[config.mk]
export PLATFORM = sky130hd
export DESIGN_NAME = seq_multiplier_nbits
export DESIGN_NICKNAME = d
export VERILOG_FILES = /design/src/rtl/seq_multiplier_nbits.sv
export SDC_FILE = /design/constraint.sdc
export NUM_CORES = 1
export LEC_CHECK = 0
export ABC_CLOCK_PERIOD_IN_PS = 9000
export BUFFER_PORTS_ARGS = -buffer_cell sky130_fd_sc_hd__buf_2
export CORE_MARGIN = 2
export CORE_UTILIZATION = 50
export CTS_CLUSTER_DIAMETER = 150
export DETAILED_ROUTE_END_ITERATION = 16
export GPL_ROUTABILITY_DRIVEN = 0
export PLACE_DENSITY = 0.72
export SETUP_SLACK_MARGIN = 0.4
export SYNTH_ARGS = -nofsm -noshare
export SYNTH_HDL_FRONTEND = slang
export SYNTH_SLANG_ARGS = --single-unit
[constraint.sdc]
create_clock -name CLK -period 9 [get_ports CLK]
set_input_delay 0.45 -clock CLK [delete_from_list [all_inputs] [get_ports CLK]]
set_output_delay 0.45 -clock CLK [all_outputs]
set_load 0.05 [all_outputs]
[src/rtl/seq_multiplier_nbits.sv]
// seq_multiplier_nbits: sequential radix-4 Booth multiplier, one Booth step per cycle over WIDTH/2+1 cycles.
// Define SEQMULT_SIGNED_EN to let sgn select two's-complement operands; without it every operation is unsigned.
module seq_multiplier_nbits #(
   parameter int WIDTH = 8
) (
   input  logic               CLK,
   input  logic               RESET_N,
   input  logic               start,
   input  logic               sgn,
   input  logic [WIDTH-1:0]   x,
   input  logic [WIDTH-1:0]   y,
   output logic               busy,
   output logic               done,
   output logic [2*WIDTH-1:0] result
);
   localparam int PW = 2 * WIDTH;
   localparam int XW = WIDTH + 3;
   localparam int MW = WIDTH + 3;
   localparam int CW = $clog2(WIDTH / 2 + 1);
   typedef enum logic [1:0] {IDLE, ITER, DONE} state_t;
   state_t        state_q, state_d;
   logic [XW-1:0] x_q, x_d;
   logic [MW-1:0] m_q, m_d;
   logic [PW-1:0] acc_q, acc_d;
   logic [PW-1:0] result_q, result_d;
   logic [CW-1:0] cnt_q, cnt_d;
   logic [XW-1:0] pp;
   logic [PW-1:0] pp_sh;
   logic          mode;
`ifdef SEQMULT_SIGNED_EN
   assign mode = sgn;
`else
   logic unused_sgn;
   assign unused_sgn = sgn;
   assign mode = 1'b0;
`endif
   // m_q holds the extended multiplier with an implicit zero below bit 0; its low three bits form the Booth triplet.
   always_comb begin
      pp = (m_q[2:0] == 3'b001 || m_q[2:0] == 3'b010) ? x_q :
           (m_q[2:0] == 3'b011) ? {x_q[XW-2:0], 1'b0} :
           (m_q[2:0] == 3'b100) ? -{x_q[XW-2:0], 1'b0} :
           (m_q[2:0] == 3'b101 || m_q[2:0] == 3'b110) ? -x_q : '0;
      pp_sh = {{(PW-XW){pp[XW-1]}}, pp} << {cnt_q, 1'b0};
   end
   always_comb begin
      state_d  = state_q;
      x_d      = x_q;
      m_d      = m_q;
      acc_d    = acc_q;
      cnt_d    = cnt_q;
      result_d = result_q;
      case (state_q)
         ITER: begin
            acc_d = acc_q + pp_sh;
            m_d   = m_q >> 2;
            cnt_d = cnt_q + 1'b1;
            if (cnt_q == CW'(WIDTH / 2)) begin
               state_d  = DONE;
               result_d = acc_q + pp_sh;
            end
         end
         default: begin
            state_d = start ? ITER : IDLE;
            if (start) begin
               x_d   = mode ? {{3{x[WIDTH-1]}}, x} : {3'b000, x};
               m_d   = {mode ? {2{y[WIDTH-1]}} : 2'b00, y, 1'b0};
               acc_d = '0;
               cnt_d = '0;
            end
         end
      endcase
   end
   always_ff @(posedge CLK or negedge RESET_N) begin
      if (!RESET_N) begin
         state_q  <= IDLE;
         x_q      <= '0;
         m_q      <= '0;
         acc_q    <= '0;
         cnt_q    <= '0;
         result_q <= '0;
      end else begin
         state_q  <= state_d;
         x_q      <= x_d;
         m_q      <= m_d;
         acc_q    <= acc_d;
         cnt_q    <= cnt_d;
         result_q <= result_d;
      end
   end
   assign busy   = (state_q == ITER);
   assign done   = (state_q == DONE);
   assign result = result_q;
endmodule

==> flow_summary.toml, run 1 <==
[clocking]
cts_setup_buffers = 0
clk_path_buf_depth = 2
clock-sinks = 54
clk_latency_ns = 0.31
cts_resized = 0
cts_hold_buf = 0
cts-root-buf = "clkbuf_8"
cts_tree = "yes"
clkSlewWorstSetupHoldPaths_ns = 0.10
h-tree-depth = 2
cts_made_buffers = 5

[sta]
min_period_over_period_pct = 58.5
slew_violations = 0
max_freq_mhz = 190
max_slew.worst_pin.slew_ns = 1.09
fin_crit_ns = 5.26
holdWs_ns = 0.246
slew_headroom_pct = 27.4
clock_skew_ns = 0.00915
hold_viol_final = 0
tns_ns = 0
setup_viol = 0
rsz0062_at_grt = "no"

[detailed_routing]
drt_iter0_drc = 362
vias = 3347
vias_per_cell = 5.93
drc = 0
avgRoutedWirePerCell_um = 14.9
antenna_left = 0
drt_first_pass_iters = 5
drt-total-wl_um = 8390

[worst_setup_path]
r2r_slack_ns = 3.74
reg2reg_from = "m_q[0]"
r2r_end = "result[15]"
start_kind = "register"
cp.required_ns = 9.16
cp-end-kind = "register"
path_class = "register to register"
critical_path.top_delay_family = "compound AO/OA/AOI/OAI gates"
cp_cell_sequence = "or3b_1, o32ai_1, o21ai_0, a21o_1, mux2i_1, nor2_1, a211oi_1, ha_1, a211oi_1, o211ai_1, a31oi_1, nor3_1, o31ai_1, o21ai_1, a21oi_1, o31ai_2"
crit_fanout = 24
crit_top_cell = "a211oi_1"
crit_slowest_cell = "dfrtp_1"
cp.arrival_ns = 5.43
cp_num_buf_inv = 0
reg2regPathDepth = 16
critPathMaxStageDelay_ns = 0.66

[global_route]
grt_pass1_wl_um = 14900
grt_max_degree = 55
grt_overflow = 0
track_usage_pct = 21.2
antenna_found_initial = 0
grt_pass1_vias = 3173

[synthesis]
synth_seq_cells = 54
synth_ff_type = "dfrtp_1"
synth_cell_type_count = 73
synth_top_area_cell = "dfrtp_1"
synthTopCellsByArea = "dfrtp_1 (35%), o21ai_0 (7.3%), ha_1 (5.8%)"
syn_nets = 482
netlist.area_leader.share_pct = 34.8
yosysWarnings = 0
syn_inst = 443
postSynthAreaPerCell_um2 = 8.77
syn-cell-area_um2 = 3880
synth_edf_count = 0
async_flop_share_pct = 100
ys_seq_area_share_pct = 34.8

[final_layout]
fin_nets = 501
insertedDiodeCount = 0
syn_to_final_growth_pct = 7.51
final_cell_mix = "o21ai_0 (57), dfrtp_1 (54), nand2_1 (52), buf_2 (36), nor2_1 (29)"
final_common_cell = "o21ai_0"
fillers = 740
drive_gt1_share_pct = 16.9

[die]
dieArea_um2 = 8490
start_util_pct = 51.1
dieWidth_um = 92.1
io-pin-count = 38
fp.coreArea_um2 = 7610
fp-row-count = 32
die_h_um = 92.1

[outcome]
status = "complete, no violations"

[run]
max_cap_violations = 0

[placement]
dp_hpwl_um = 5900
portBuffers = 36

[hold_path]
hold_path.class = "input pin to async pin"
## worst max-delay path by stage
stage / cells after the start / end / from / slack, ns
floorplan: 17 / result[15] / m_q[0] / 4.95
global placement: 16 / result[15] / m_q[0] / 3.97
detailed placement: 16 / result[15] / m_q[0] / 3.93
CTS: 16 / result[15] / m_q[0] / 3.85
global route: 16 / result[15] / m_q[0] / 3.32
finish: 16 / result[15] / m_q[0] / 3.74
## cells in the mapped netlist, types with 2 or more instances
cell	count
o21ai_0	57
dfrtp_1	54
nand2_1	52
nor2_1	29
a21oi_1	25
ha_1	18
nand3b_1	16
mux2i_1	14
clkbuf_1	13
inv_1	12
mux2_2	10
nand3_1	10
nor3_1	10
xor2_1	10
xnor2_1	8
a211oi_1	6
a21o_1	5
a31oi_1	5
nand2b_1	5
buf_1	4
buf_2	4
o21a_1	4
o21ai_1	4
o22ai_1	4
o31ai_1	4
a311oi_1	3
and2_1	3
clkinv_1	3
or2_2	3
or3_1	3
buf_4	2
o211ai_1	2
## flip-flops by register name (all words and copies together), names as in the netlist
register	flops
result	16
x_q	8
state_q	2
m_q	9
acc_q	16
cnt_q	3
## kinds of logic after synthesis
kind of cell	synth area share, %
and+or+nand+nor	19.5
AOI/OAI and AO/OA	23.6
DFF	34.8
buffers and inverters	5.15
muxes	6.51
adders and majority gates	6.31
xor gates and xnor gates	4.06
## per-layer routing
layer / routed length (µm) / up-vias / track usage [%]
met4: 136 / 0 / 5.85
met1: 3940 / 1573 / 30.0
met3: 463 / 14 / 2.88
met5: 0 / - / 0
li1: - / 1638 / -
met2: 3850 / 122 / 34.0
## stage by stage
step / utilization (%) / instance area [µm²] / std cells / setup slack, ns
3_3_place_gp: 53.4 / 4060 / 557 / 3.97
2_1_floorplan: - / 3880 / 443 / 4.95
4_1_cts: 54.9 / 4180 / 564 / 3.85
6_report: 54.9 / 4180 / 564 / 3.74
3_5_place_dp: 53.4 / 4060 / 557 / 3.93
5_1_grt: 54.9 / 4180 / 564 / 3.32
## layout make-up
type | instances | area, µm² | share of cell area (%)
multi-input combinational | 348 | 2330 | 55.9
sequential | 54 | 1350 | 32.4
timing repair buffer | 38 | 195 | 4.67
tap | 102 | 128 | 3.06
clock buffer | 6 | 82.6 | 1.98
inverter | 15 | 56.3 | 1.35
clock inverter | 1 | 30.0 | 0.719
Power of run 1 is not shown: default switching activity piles up to over one toggle a cycle in this logic, so the estimate is an artifact.
==> inputs of run 2 (changes only) <==
ABC_AREA = 1   (was unset)
ABC_CLOCK_PERIOD_IN_PS = 5360   (was 9000)
PLACE_DENSITY = 0.73   (was 0.72)
clock period = 5.36 ns   (was 9 ns; I/O delays follow)
==> run 2 against run 1 <==
Compared with the run above: worst setup slack lost 2.2 ns; critical path type unchanged; largest cell class unchanged; register-to-register slack got worse by 2.2 ns; die area decreased by 8.2%.
==> flow_summary.toml, run 2 <==
[outcome]
status = "complete, no violations"

[placement]
dp_hpwl_um = 5980
portBuffers = 36

[worst_setup_path]
crit_top_cell = "nand2_1"
start_kind = "register"
cp-end-kind = "register"
cp_num_buf_inv = 2
path_class = "register to register"
r2r_slack_ns = 1.57
cp_cell_sequence = "inv_1, ha_1, nand2_1, nor2_1, nand2_1, nand2_1, nand2_1, o211ai_1, o21ai_0, inv_1, nand2_1, nand3_1, o21ai_0, nor2_1, ha_1, a21oi_1, o21ai_0, nand2_1, o2111ai_1, a31o_2, or2_2, nand3_1, nand2_1"
critical_path.top_delay_family = "simple AND/OR/NAND/NOR gates"
crit_slowest_cell = "dfrtp_1"
cp.required_ns = 5.57
crit_fanout = 5
critPathMaxStageDelay_ns = 0.39
cp.arrival_ns = 4.00

[die]
fp.coreArea_um2 = 6830
fp-row-count = 30
start_util_pct = 52.0
dieArea_um2 = 7790
die_h_um = 88.3
dieWidth_um = 88.3
io-pin-count = 38

[clocking]
cts_made_buffers = 5
clock-sinks = 54
clk_latency_ns = 0.31
cts_tree = "yes"
cts-root-buf = "clkbuf_8"
h-tree-depth = 2
cts_resized = 0
cts_hold_buf = 0
cts_setup_buffers = 0
clk_path_buf_depth = 2
clkSlewWorstSetupHoldPaths_ns = 0.09

[synthesis]
ys_top_cells_by_count = "nand2_1 (146), dfrtp_1 (54), o21ai_0 (52), nand3_1 (40), inv_1 (35)"
synthTopCellsByArea = "dfrtp_1 (38%), nand2_1 (15%), o21ai_0 (7.3%)"
synth_seq_cells = 54
syn_inst = 476
syn_nets = 515
ys_seq_area_share_pct = 38.1
yosysMostFrequentCell = "nand2_1"
async_flop_share_pct = 100
synthAdderAreaFrac_pct = 6.91
synth_cell_type_count = 47
synthMuxAreaShare_pct = 0
syn-cell-area_um2 = 3550
synth-simple-area-share_pct = 29.6
synth_ff_type = "dfrtp_1"
netlist.area_leader.share_pct = 38.1
synth_top_area_cell = "dfrtp_1"
yosysWarnings = 0
synthXorXnorAreaFrac_pct = 2.71
synth_top_family_by_area = "simple AND/OR/NAND/NOR gates"
postSynthAreaPerCell_um2 = 7.46
synth_compound_area_share_pct = 16.5
synth_edf_count = 0

[global_route]
antenna_found_initial = 0
grt_max_degree = 55
grt_overflow = 0
grt_pass1_vias = 3186
track_usage_pct = 22.6
grt_pass1_wl_um = 14200

[sta]
slew_violations = 0
tns_ns = 0
hold_viol_final = 0
max_slew.worst_pin.slew_ns = 0.956
clock_skew_ns = 0.00312
min_period_over_period_pct = 70.7
max_freq_mhz = 264
rsz0062_at_grt = "no"
fin_crit_ns = 3.79
slew_headroom_pct = 36.1
setup_viol = 0

[final_layout]
fillers = 681
multi_input_area_um2 = 1980
syn_to_final_growth_pct = 9.90
register_area_um2 = 1350
final_cell_mix = "nand2_1 (146), dfrtp_1 (54), o21ai_0 (52), nand3_1 (40), buf_2 (36)"
drive_gt1_share_pct = 14.0
insertedDiodeCount = 0
fin_nets = 546
final_common_cell = "nand2_1"

[detailed_routing]
drc = 0
drt_iter0_drc = 193
drt_first_pass_iters = 5
antenna_left = 0
avgRoutedWirePerCell_um = 13.0
vias = 3252
vias_per_cell = 5.38
drt-total-wl_um = 7880

[run]
max_cap_violations = 0

[hold_path]
hold_path.class = "input pin to async pin"
-- run 2: cell families (layout without fill, tap and decap cells) --
logic type | Yosys count | after routing
and+or+nand+nor | 234 | 234
AOI/OAI and AO/OA | 102 | 102
buffers and inverters | 56 | 88
DFF | 54 | 54
adders and majority gates | 19 | 19
xor gates and xnor gates | 11 | 11
-- run 2: metal layers --
layer	global-route usage, %	part of all wire, %
met1	30.0	47
met2	38.6	48
met3	3.17	4.2
met4	7.16	1.3
met5	0	0
-- run 2: through the flow --
step / hold WS (ns) / std cells / instance area [µm²] / worst slack (ns) / util, %
floorplan: -0.0276 / 476 / 3550 / 2.29 / -
global placement: 0.431 / 596 / 3810 / 1.71 / 55.8
detailed placement: 0.439 / 596 / 3810 / 1.65 / 55.8
CTS: 0.0963 / 604 / 3900 / 1.61 / 57.1
global route: 0.144 / 604 / 3900 / 1.14 / 57.1
finish: 0.0589 / 604 / 3900 / 1.57 / 57.1
-- run 2: area by class of cell --
| class | count | area share [%] |
|---|---|---|
| clock buffers | 7 | 2.21 |
| clock inverters | 1 | 0.128 |
| inverters | 42 | 4.30 |
| multi-input cells | 366 | 50.7 |
| flip-flops and latches | 54 | 34.6 |
| well taps | 96 | 3.08 |
| repair buffers | 38 | 5.00 |
-- run 2: path summary, 6_finish.rpt --
kind / startpoint / end / depth (start not counted)
setup / recovery: x_q[1] / acc_q[13] / 23
hold / removal: RESET_N / m_q[7] / 2
setup reg to reg: x_q[1] / acc_q[13] / 23
hold reg to reg: result[13] / result[13] / 2
max in group asynchronous: RESET_N / acc_q[13] / 2
min in group CLK: x[6] / x_q[6] / 3
Power of run 2 is left out for the same reason.
